File: src/rtl/maze_pkg.sv
// maze_pkg: shared direction and player-state types for the maze path player.
package maze_pkg;

    typedef enum logic [1:0] {
        UP    = 2'd0,
        RIGHT = 2'd1,
        DOWN  = 2'd2,
        LEFT  = 2'd3
    } dir_t;

    typedef enum logic [2:0] {
        IDLE,
        ARMED,
        FETCH,
        WAIT,
        EMIT,
        PACE,
        FINISH
    } player_state_t;

endpackage

File: src/rtl/pace_counter.sv
// pace_counter: loadable down-counter with a zero flag, used to space move pulses.
module pace_counter #(
    parameter int W = 2
) (
    input  logic         clk,
    input  logic         rst,
    input  logic         clr_i,
    input  logic         load_i,
    input  logic [W-1:0] load_val_i,
    input  logic         dec_i,
    output logic         zero_o
);

    logic [W-1:0] cnt_q, cnt_d;

    always_comb cnt_d = clr_i ? '0 : load_i ? load_val_i : (dec_i && cnt_q != '0) ? cnt_q - W'(1) : cnt_q;

    always_ff @(posedge clk or posedge rst) begin
        if (rst) cnt_q <= '0;
        else     cnt_q <= cnt_d;
    end

    assign zero_o = cnt_q == '0;

endmodule

File: src/rtl/maze_path_player.sv
// maze_path_player: replays a solved maze path from the path stack as paced move pulses.
// Define PLAYER_LOOP_EN to replay the path continuously while run stays high.
module maze_path_player
    import maze_pkg::*;
#(
    parameter int DEPTH_W     = 8,
    parameter int PACE_CYCLES = 4
) (
    input  logic               clk,
    input  logic               rst,
    input  logic               start,
    input  logic               solved,
    input  logic               fail,
    input  logic               run,
    input  logic [DEPTH_W-1:0] stack_depth,
    output logic [DEPTH_W-1:0] rd_addr,
    input  logic [1:0]         rd_data,
    output logic               move,
    output logic [1:0]         dir,
    output logic               busy,
    output logic               finished
);

    localparam int PACE_W = (PACE_CYCLES > 1) ? $clog2(PACE_CYCLES) : 1;

    player_state_t      state_q, state_d;
    logic [DEPTH_W-1:0] index_q, index_d, depth_q, depth_d;
    dir_t               dir_q, dir_d;
    logic               pace_load, pace_dec, pace_zero;

    pace_counter #(.W(PACE_W)) u_pace (
        .clk        (clk),
        .rst        (rst),
        .clr_i      (start),
        .load_i     (pace_load),
        .load_val_i (PACE_W'(PACE_CYCLES - 1)),
        .dec_i      (pace_dec),
        .zero_o     (pace_zero)
    );

    always_ff @(posedge clk or posedge rst) begin
        if (rst) begin
            state_q <= IDLE;
            index_q <= '0;
            depth_q <= '0;
            dir_q   <= UP;
        end else begin
            state_q <= state_d;
            index_q <= index_d;
            depth_q <= depth_d;
            dir_q   <= dir_d;
        end
    end

    always_comb begin
        state_d   = state_q;
        index_d   = index_q;
        depth_d   = depth_q;
        dir_d     = dir_q;
        pace_load = 1'b0;
        pace_dec  = 1'b0;
        if (start) begin
            state_d = IDLE;
            index_d = '0;
            dir_d   = UP;
        end else begin
            case (state_q)
                IDLE: if (solved && !fail) begin
                    depth_d = stack_depth;
                    state_d = ARMED;
                end
                ARMED: if (run) begin
                    index_d = '0;
                    state_d = (depth_q == '0) ? FINISH : FETCH;
                end
                FETCH: state_d = run ? WAIT : FETCH;
                WAIT: begin
                    dir_d   = dir_t'(rd_data);
                    state_d = EMIT;
                end
                // The index stops at depth-1 so rd_addr never points past the path.
                EMIT: if (index_q == depth_q - DEPTH_W'(1)) begin
                    state_d = FINISH;
                end else begin
                    index_d   = index_q + DEPTH_W'(1);
                    pace_load = 1'b1;
                    state_d   = PACE;
                end
                PACE: begin
                    pace_dec = !pace_zero;
                    state_d  = pace_zero ? FETCH : PACE;
                end
`ifdef PLAYER_LOOP_EN
                FINISH: if (run && depth_q != '0) begin
                    index_d = '0;
                    state_d = FETCH;
                end
`else
                FINISH: state_d = FINISH;
`endif
                default: state_d = IDLE;
            endcase
        end
    end

    assign rd_addr  = index_q;
    assign dir      = dir_q;
    assign move     = state_q == EMIT;
    assign busy     = state_q inside {FETCH, WAIT, EMIT, PACE};
    assign finished = state_q == FINISH;

endmodule

File: config.mk
export PLATFORM = sky130hd
export DESIGN_NAME = maze_path_player
export DESIGN_NICKNAME = d
export VERILOG_FILES = /design/src/rtl/maze_pkg.sv /design/src/rtl/pace_counter.sv /design/src/rtl/maze_path_player.sv
export SDC_FILE = /design/constraint.sdc
export NUM_CORES = 1
export LEC_CHECK = 0
export CAP_MARGIN = 10
export CORE_ASPECT_RATIO = 1.4
export CORE_MARGIN = 2
export CORE_UTILIZATION = 40
export DETAILED_ROUTE_END_ITERATION = 10
export MAX_ROUTING_LAYER = met4
export PLACE_DENSITY = 0.72
export SLEW_MARGIN = 20
export SYNTH_ARGS = -nofsm -noshare
export SYNTH_HDL_FRONTEND = slang
export SYNTH_SLANG_ARGS = --single-unit
File: constraint.sdc
create_clock -name clk -period 7.85 [get_ports clk]
set_clock_uncertainty 0.2 [all_clocks]
set_input_delay 1.57 -clock clk [delete_from_list [all_inputs] [get_ports clk]]
set_output_delay 1.57 -clock clk [all_outputs]
set_load 0.05 [all_outputs]
Word-level counts from Yosys, hierarchy flattened --
Cells that the tools add are included.
Word-level totals: bits in registers 23, bits in latches 0, memory bits (writable) 0, memory bits (read-only) 0, bits of input ports 16, output and inout bits 13, logic and storage cells 56, memories kept 0
Cells by class: add/subtract/negate cells 3, $mul 0, divide/modulo/power cells 0, magnitude comparators 0, eq/ne operators 10, shifts and indexed selects 0, mux-type cells 22, bitwise gates (word level) 1, reduce and logical (&&, ||, !) cells 15
Operators by type and width (number):
- 8-bit two-way mux | 3
- 3-bit one-hot mux with 7 select lines | 1
- 8-bit one-hot mux with 2 select lines | 1
- 3-bit two-way mux | 5
- 2-bit two-way mux | 6
- 3-bit equality test (second input constant) | 3
- 3-bit inequality test (second input constant) | 3
- 8-bit by 1-bit adder with 8-bit output (second input constant) | 1
- 8-bit equality test | 1
- 8-bit logical NOT | 1
- 8-bit by 1-bit subtractor with 8-bit output (second input constant) | 1
- 3-bit by 2-bit equality test with 1-bit output (second input constant) | 2
- 1-bit two-way mux | 6
- 3-bit AND reduction | 2
- 3-bit nonzero test | 2
- 2-bit nonzero test | 2
- 4-bit nonzero test | 1
- 3-bit by 1-bit equality test with 1-bit output (second input constant) | 1
- 3-bit logical NOT | 1
- 1-bit logical AND | 2
- 1-bit logical NOT | 2
- 2-bit logical NOT | 1
- 2-bit AND reduction | 1
- 2-bit by 1-bit subtractor with 2-bit output (second input constant) | 1
- 1-bit NOT | 1

Logic depth before layout (Yosys ltp) --
Gate-level depths: netlist of run 1.
word-level depth 8, mapped depth 10, depth with buffers taken out 9

Cells and area by module --
A second synthesis of run 1 with hierarchy kept.
Unflattened totals: cells, all modules 158, area, all modules 1505.2 um2
Modules (own cells, without submodules):
- maze_path_player | times used 1, cells each 143, area each 1365.1 um2, seq. area each 525.5 um2
- pace_counter | times used 1, cells each 15, area each 140.1 um2, seq. area each 50.0 um2

Worst setup path before layout of run 1 --
OpenSTA, ideal clock, no wires.
path kind register to output, start register state_q[2], end output port busy, arrival time 1.421 ns, data required time 6.080 ns, slack 4.659 ns, stages on the path, launching flop included 3, path buffers 1, cell sequence dfrtp_1 -> clkbuf_1 -> xor2_1
On the way: word-level cells in the longest chain between the ends 2, elaborated cells between the ends (all ways) 5, classes of those cells eq/ne: 4; reduce/logical: 1
Ends and longest elaborated chain:
- start: declaration | RTL line maze_path_player.sv:26 | player_state_t state_q, state_d;
- start signal: assignment | RTL line maze_path_player.sv:48 | state_q <= state_d;
- 3-bit by 2-bit equality test with 1-bit output or 3-bit equality test (tied branches) | RTL line maze_path_player.sv:109 | assign busy = state_q inside {FETCH, WAIT, EMIT, PACE};
- 4-bit nonzero test * | RTL line maze_path_player.sv:109
- end: declaration | RTL line maze_path_player.sv:20 | output logic busy,
Every way passes the cells marked *; elsewhere a longest branch is shown, timed or not.

Final worst setup path of run 1 --
start register state_q[2], end output port move
On the way: word-level cells in the longest chain between the ends 1
Ends and longest elaborated chain:
- 3-bit equality test | RTL line maze_path_player.sv:108 | assign move = state_q == EMIT;
- end: declaration | RTL line maze_path_player.sv:18 | output logic move,
No other way between the ends.

==> out/metrics.yaml, run 1 <==
fin_area_sq_mm: 0.00181
cts-buffers-inserted: 3
grt_pass1_vias: 1338
htree_num_levels: 1
clock_power_share_pct: 23.6
drc_errors: 0
slew_headroom_pct: 39.8
synth_area_sq_mm: 0.00146
seq_area_sq_um: 576
worst_pin_slew_ps: 903
r2r_setup_slack_ps: 4790
n_fill_cell: 358
fin_ws_ps: 3880
reg2reg_to: "rd_addr[3]$_DFFE_PP0P_"
synth_ff_type: "dfrtp_1"
crit_path_max_fanout: 14
cts_tree: "built"
multi_input_area_sq_um: 812
firstDrtPassIters: 4
first_iter_violations: 40
maxSlewViolCount: 0
dp_worst_setup_slack_ps: 4220
cts_setup_buffers: 0
grt_setup_unrepaired: "no"
p_leak_nw: 0.745
finalSetupViolCount: 0
yosys.cell_types.count: 50
path_cells: "and2_0 -> clkdlybuf4s50_1"
hold_depth: 2
dieArea_sq_mm: 0.00416
synth_edf_count: 0
fin_crit_sh_pct: 50.5
die_h_um: 75.5
path_clk_slew_ps: 80
areaGrowthSynthToFinish_pct: 23.7
async_flop_share_pct: 100
wl_per_cell_um: 15.4
hold-path-endpoint: "dir[1]$_DFFE_PP0P_"
critPathMaxStageDelay_ps: 890
cap_viol_max_count: 0
routed_via_density: 5.66
dp_hpwl_mm: 2.64
antenna_found_initial: 0
status: "complete, no violations"
die_x_um: 55.1
p_sw_uw: 95.1
syn_area_per_cell_sq_um: 9.48
combPwrFrac_pct: 27.2
finalSetupTns_ps: 0
drive_above_1_share_pct: 10.6
ios: 29
routabilityCongestion: 0.909
hp-class: "reg2reg"
path_class: "reg2out"
grt_pass1_wl_mm: 5.80
cp_data_arrival_time_ps: 2200
hold_violations: 0
placed_area_sq_mm: 0.00176
clk_path_buf_depth: 2
holdWs_ps: 338
clock-sinks: 23
cts_root_buffer: "clkbuf_8"
syn-num-nets: 173
cp-end-kind: "primary output"
start_kind: "register"
r2r_start: "depth_q[0]$_DFFE_PP0P_"
min_from: "dir[1]$_DFFE_PP0P_"
ys_seq_area_share_pct: 39.4
ant_nets: 0
std_cell_rows: 26
io_buffer_count: 28
initial_core_util_pct: 40.8
slowest_stage: "clkdlybuf4s50_1"
grtUsageTotal_pct: 19.8
grt_overflow: 0
grt_max_degree: 24
reg2reg_depth: 9
synth-seq-cells: 23
via_count: 1257
p_per_area_mw_per_mm2: 171
insertion_delay_ps: 260
fin_crit_ps: 3970
routed_wl_mm: 3.42
power.internal_uw: 213
cts_hold_buffers: 0
fin_nets: 200
coreArea_sq_mm: 0.00358
vdd_ir_drop_max_uv: 117
cts-resized-gates: 0
layout_commonest_cell: "clkdlybuf4s50_1"
p_sw_share_pct: 30.8
crit_required_ps: 6080
most-common-layout-cells: "clkdlybuf4s50_1, dfrtp_1, nor2_1"
fmax_mhz: 252
ys_warn_count: 0
n_antenna_cell: 0
seq_power_share_pct: 49.3
synth_cells: 154
area by class of cell:
type | count | share of cell area [%]
repair buffers | 28 | 15.5
multi-input cells | 114 | 44.9
flip-flops and latches | 23 | 31.9
inverters | 11 | 2.29
well taps | 42 | 2.91
clock buffers | 4 | 2.49
cells by family after synthesis:
| kind of cell | Yosys count | share of synthesized area [%] |
|---|---|---|
| adder cells (fa/ha/maj) | 3 | 2.57 |
| buffers and inverters | 17 | 4.97 |
| AO/OA/AOI/OAI | 31 | 16.2 |
| flip-flops | 23 | 39.4 |
| XOR/XNOR | 11 | 6.60 |
| multiplexers | 10 | 7.54 |
| AND/OR/NAND/NOR | 59 | 22.7 |
Yosys cell counts (3+ instances only):
cell type,n,area (sq um)
a21oi_1,6,30.0
clkbuf_1,4,15.0
dfrtp_1,23,576
ha_1,3,37.5
inv_1,11,41.3
mux2_2,8,90.1
nand2_1,8,30.0
nand2b_1,3,18.8
nand3_1,5,25.0
nor2_1,14,52.6
nor3_1,9,45.0
o21ai_0,6,30.0
xnor2_1,5,43.8
xor2_1,6,52.6
layer usage:
metal / vias up / share of wire (%) / GRT usage (%)
met4: 0 / 2.3 / 9.21
met1: 604 / 38 / 21.4
met5: - / 0 / -
met3: 11 / 4.1 / 3.14
li1: 600 / - / -
met2: 42 / 55 / 34.5
flip-flops by register name (all words and copies together) (netlist names):
name          cells
state_q           3
u_pace.cnt_q      2
rd_addr           8
dir               2
depth_q           8
how the worst max path moves through the flow:
stage / cells after the start / startpoint / slack (ps) / endpoint
4_1_cts: 3 / state_q[1]$_DFFE_PP0P_ / 3910 / move
2_1_floorplan: 2 / state_q[2]$_DFFE_PP0P_ / 4660 / busy
3_5_place_dp: 3 / state_q[1]$_DFFE_PP0P_ / 4220 / move
5_1_grt: 3 / state_q[1]$_DFFE_PP0P_ / 3770 / move
3_3_place_gp: 3 / state_q[1]$_DFFE_PP0P_ / 4260 / move
6_report: 2 / state_q[2]$_DFFE_PP0P_ / 3880 / move
through the flow:
step / total power, mW / cells / util [%]
3_3_place_gp: 0.232 / 218 / 49.2
6_report: 0.308 / 222 / 50.5
3_5_place_dp: 0.239 / 218 / 49.2
4_1_cts: 0.312 / 222 / 50.5
5_1_grt: 0.329 / 222 / 50.5
2_1_floorplan: 0.214 / 154 / -
power by group through the flow:
stage                     logic (mW)  registers (mW)  clock network [mW]
after detailed placement      0.0843           0.155                   0
final                         0.0838           0.152              0.0726
after CTS                     0.0848           0.152              0.0755
after floorplan               0.0669           0.147                   0
after global routing          0.0939           0.155              0.0798
after global placement        0.0790           0.154                   0
critical path: cells and delay by family (launching register included):
kind / cells / cell delay [ps]
DFF: 1 / 600
buffers and inverters: 1 / 890
and+or+nand+nor: 1 / 440
(Power assumes the default switching activity.)
==> run 2, diff against run 1 <==
Settings changed: PLACE_DENSITY 0.72 to 0.74.
Clock period 7.85 ns to 3.5 ns, I/O delays scaled along.
==> run 2 against run 1 <==
Compared with the run above:
- critical path depth increased by 1
- register-to-register slack got worse by 4300 ps
- utilization about the same
- cell count unchanged
- flip-flop and latch count unchanged
- largest power group unchanged
- worst hold slack got worse by 7.8 ps
- highest routed layer unchanged
- combinational power increased by 120%
==> out/metrics.yaml, run 2 (synthesis gave the netlist of run 1 again) <==
status: "complete, no violations"
seq_power_share_pct: 49.5
grtUsageTotal_pct: 18.7
grt_overflow: 0
grt_pass1_wl_mm: 5.60
std_cell_rows: 26
via_count: 1253
cap_viol_max_count: 0
cts_root_buffer: "clkbuf_8"
crit_path_max_fanout: 10
fmax_mhz: 320
fin_crit_sh_pct: 89.3
vdd_ir_drop_max_uv: 195
ios: 29
finalSetupTns_ps: 0
routed_via_density: 5.64
routabilityCongestion: 0.799
cts_hold_buffers: 0
n_antenna_cell: 0
finalSetupViolCount: 0
dieArea_sq_mm: 0.00416
most-common-layout-cells: "clkdlybuf4s50_1, dfrtp_1, nor2_1"
power.internal_uw: 476
clock-sinks: 23
p_sw_uw: 220
crit_required_ps: 2600
fin_crit_ps: 3130
combPwrFrac_pct: 26.8
initial_core_util_pct: 40.8
cts-resized-gates: 0
insertion_delay_ps: 260
hold_depth: 2
cp_top_family: "buffers and inverters"
r2r_setup_slack_ps: 480
ant_nets: 0
path_class: "reg2out"
clock_power_share_pct: 23.7
hp-class: "reg2reg"
worst-path-buf-inv: 1
slowest_stage: "clkdlybuf4s50_1"
drive_above_1_share_pct: 11.1
first_iter_violations: 15
path_cells: "nor2_1 -> and2_0 -> clkdlybuf4s50_1"
grt_setup_unrepaired: "no"
grt_pass1_vias: 1264
slew_headroom_pct: 41.2
start_kind: "register"
io_buffer_count: 28
n_fill_cell: 348
htree_num_levels: 1
firstDrtPassIters: 6
cts_tree: "built"
cts_setup_buffers: 0
reg2reg_depth: 9
cp.depth: 3
cts-buffers-inserted: 3
p_per_area_mw_per_mm2: 385
worst_pin_slew_ps: 881
cp_data_arrival_time_ps: 2230
wl_per_cell_um: 15.0
p_sw_share_pct: 31.6
path_clk_slew_ps: 90
coreArea_sq_mm: 0.00358
p_leak_nw: 0.748
cp-end-kind: "primary output"
drc_errors: 0
areaGrowthSynthToFinish_pct: 23.8
hold_violations: 0
grt_max_degree: 24
routed_wl_mm: 3.32
fin_nets: 200
layout_commonest_cell: "clkdlybuf4s50_1"
clk_path_buf_depth: 2
maxSlewViolCount: 0
p_total_uw: 696
critPathMaxStageDelay_ps: 880
die_x_um: 55.1
antenna_found_initial: 0
die_h_um: 75.5
dp_hpwl_mm: 2.53
[run 2: power by group through the flow]
stage / clock network (mW) / registers, mW / logic (mW)
after floorplan: 0 / 0.331 / 0.150
after global placement: 0 / 0.344 / 0.177
final: 0.165 / 0.344 / 0.187
after CTS: 0.169 / 0.343 / 0.188
after detailed placement: 0 / 0.348 / 0.187
after global routing: 0.184 / 0.350 / 0.208
[run 2: worst register-to-register path, delay by kind of cell, from the launching register on]
family | cells | cell delay [ps]
AOI/OAI and AO/OA | 3 | 1100
DFF | 1 | 440
adders and majority gates | 1 | 210
and+or+nand+nor | 4 | 880
buffers and inverters | 1 | 80
[run 2: area by class of cell]
| cell class | count | area, sq um | area share, % |
|---|---|---|---|
| multi-input cells | 114 | 812 | 44.9 |
| flip-flops and latches | 23 | 576 | 31.8 |
| repair buffers | 28 | 280 | 15.5 |
| well taps | 42 | 52.6 | 2.91 |
| clock buffers | 3 | 41.3 | 2.28 |
| inverters | 11 | 41.3 | 2.28 |
| clock inverters | 1 | 5.00 | 0.277 |
[run 2: final timing paths]
kind | start | to
max | state_q[1]$_DFFE_PP0P_ | move
min | dir[0]$_DFFE_PP0P_ | dir[0]$_DFFE_PP0P_
max reg2reg | depth_q[0]$_DFFE_PP0P_ | rd_addr[3]$_DFFE_PP0P_
min reg2reg | dir[0]$_DFFE_PP0P_ | dir[0]$_DFFE_PP0P_
max in group asynchronous | rst | rd_addr[0]$_DFFE_PP0P_
min in group asynchronous | rst | depth_q[6]$_DFFE_PP0P_
[run 2: metal layers]
metal	vias up	wire length (um)	track usage, %
li1	607	-	-
met1	614	1350	21.9
met2	24	1820	32.3
met3	8	73	1.37
met4	0	84	8.13
met5	-	0	-
[run 2: stage by stage]
| stage | hold slack, ps | area [sq um] | utilization, % | std cells | setup WS, ps |
|---|---|---|---|---|---|
| final | 330 | 1810 | 50.5 | 222 | 375 |
| after global routing | 387 | 1810 | 50.5 | 222 | 238 |
| after CTS | 337 | 1810 | 50.5 | 222 | 397 |
| after detailed placement | 317 | 1760 | 49.2 | 218 | 489 |
| after global placement | 310 | 1760 | 49.2 | 218 | 621 |
| after floorplan | 325 | 1460 | - | 154 | 815 |
==> run 3, diff against run 2 <==
Settings changed: CORE_UTILIZATION 40 to 46, PLACE_DENSITY 0.74 to 0.82.
==> run 3 against run 2 <==
Compared with the run above:
- final area fell by 0.28%
- worst setup slack better by 21 ps
- utilization increased by 8.3 points
- sequential share of layout area up 0.088 points
- sequential power about the same
- largest cell class unchanged
- clock power about the same
- via count shrank 0.16%
- power decreased by 0.56%
- global-route usage is 0.24 points higher
- flip-flop and latch count stayed put
==> out/metrics.yaml, run 3 (synthesis gave the netlist of run 1 again) <==
power.internal_uw: 478
slew_headroom_pct: 42.8
io_buffer_count: 28
hold_violations: 0
routabilityCongestion: 0.837
fmax_mhz: 322
p_sw_share_pct: 30.9
via_count: 1251
crit_path_max_fanout: 10
r2r_setup_slack_ps: 460
cts_root_buffer: "clkbuf_8"
initial_core_util_pct: 47.7
path_class: "reg2out"
ios: 29
grt_pass1_wl_mm: 5.31
hold-path-endpoint: "dir[1]$_DFFE_PP0P_"
insertion_delay_ps: 260
clock-sinks: 23
drive_above_1_share_pct: 10.6
n_fill_cell: 282
grtUsageTotal_pct: 19.0
worst_pin_slew_ps: 857
status: "complete, no violations"
cts_setup_buffers: 0
grt_pass1_vias: 1268
clock_power_share_pct: 23.6
p_total_uw: 692
dp_hpwl_mm: 2.43
clk_path_buf_depth: 2
start_kind: "register"
combPwrFrac_pct: 26.9
finalSetupViolCount: 0
htree_num_levels: 1
layout_commonest_cell: "clkdlybuf4s50_1"
wl_per_cell_um: 14.3
antenna_found_initial: 0
std_cell_rows: 24
met2WireLength_mm: 1.71
r2r_start: "depth_q[0]$_DFFE_PP0P_"
cap_viol_max_count: 0
most-common-layout-cells: "clkdlybuf4s50_1, dfrtp_1, nor2_1"
p_per_area_mw_per_mm2: 384
die_x_um: 51.6
cts-resized-gates: 0
fin_nets: 200
wl_met3_um: 90
path_clk_slew_ps: 80
cts_hold_buffers: 0
vdd_ir_drop_max_uv: 296
grt_max_degree: 24
min_from: "dir[1]$_DFFE_PP0P_"
reg2reg_to: "rd_addr[3]$_DFFE_PP0P_"
first_iter_violations: 45
reg2reg_depth: 9
p_sw_uw: 214
seq_power_share_pct: 49.5
drc_errors: 0
hold_depth: 2
cts-buffers-inserted: 3
fin_crit_sh_pct: 88.7
highest_layer: "met4"
fin_crit_ps: 3100
routed_wl_mm: 3.12
maxSlewViolCount: 0
n_antenna_cell: 0
dieArea_sq_mm: 0.00365
cts_tree: "built"
crit_required_ps: 2600
coreArea_sq_mm: 0.00306
ant_nets: 0
cp-end-kind: "primary output"
hp-class: "reg2reg"
firstDrtPassIters: 4
areaGrowthSynthToFinish_pct: 23.5
grt_overflow: 0
cp_data_arrival_time_ps: 2200
routed_via_density: 5.71
p_leak_nw: 0.745
grt_setup_unrepaired: "no"
die_h_um: 70.7
finalSetupTns_ps: 0
wl_met1_mm: 1.29
[run 3: changes by cell type in the layout (fill, tap and decap cells not counted)]
| cell | change |
|---|---|
| clkinv_2 | -1 |
| clkbuf_1 | +1 |
[run 3: layer usage]
metal  GRT usage [%]  vias to the layer above
met5               -                        -
met4            6.14                        0
met3            2.11                        4
met2            35.3                       33
met1            20.2                      604
li1                -                      610
[run 3: stage by stage]
step | hold WS, ps | cell area [sq um] | instances | worst slack, ps | utilization, %
after floorplan | 325 | 1460 | 154 | 815 | -
after global placement | 314 | 1760 | 215 | 624 | 57.4
after detailed placement | 325 | 1760 | 215 | 494 | 57.4
after CTS | 349 | 1800 | 219 | 426 | 58.9
after global routing | 388 | 1800 | 219 | 273 | 58.9
final | 343 | 1800 | 219 | 396 | 58.9
[run 3: worst max path at each step]
stage                            from                endpoint  slack, ps
2_1_floorplan  depth_q[0]$_DFFE_PP0P_  rd_addr[3]$_DFFE_PP0P_        820
6_report       state_q[1]$_DFFE_PP0P_                    move        400
3_5_place_dp   depth_q[0]$_DFFE_PP0P_  rd_addr[3]$_DFFE_PP0P_        490
4_1_cts        state_q[1]$_DFFE_PP0P_                    move        430
3_3_place_gp   depth_q[0]$_DFFE_PP0P_  rd_addr[3]$_DFFE_PP0P_        620
5_1_grt        depth_q[0]$_DFFE_PP0P_  rd_addr[3]$_DFFE_PP0P_        270
[run 3: area by class of cell]
type	count	area (sq um)	share of cell area (%)
Multi-Input combinational cell	114	812	45.0
Sequential cell	23	576	31.9
Timing Repair Buffer	28	280	15.5
Tap cell	39	48.8	2.71
Clock buffer	4	45.0	2.50
Inverter	11	41.3	2.29
[run 3: critical path: stages, from the launching register on]
cell	delay, ps
dfrtp_1	490
nor2_1	180
and2_0	390
clkdlybuf4s50_1	890
[run 3: power by group through the flow]
stage | registers [mW] | logic [mW] | clock network (mW)
final | 0.342 | 0.186 | 0.163
after global placement | 0.343 | 0.177 | 0
after global routing | 0.349 | 0.207 | 0.177
after floorplan | 0.331 | 0.150 | 0
after CTS | 0.342 | 0.188 | 0.167
after detailed placement | 0.348 | 0.186 | 0
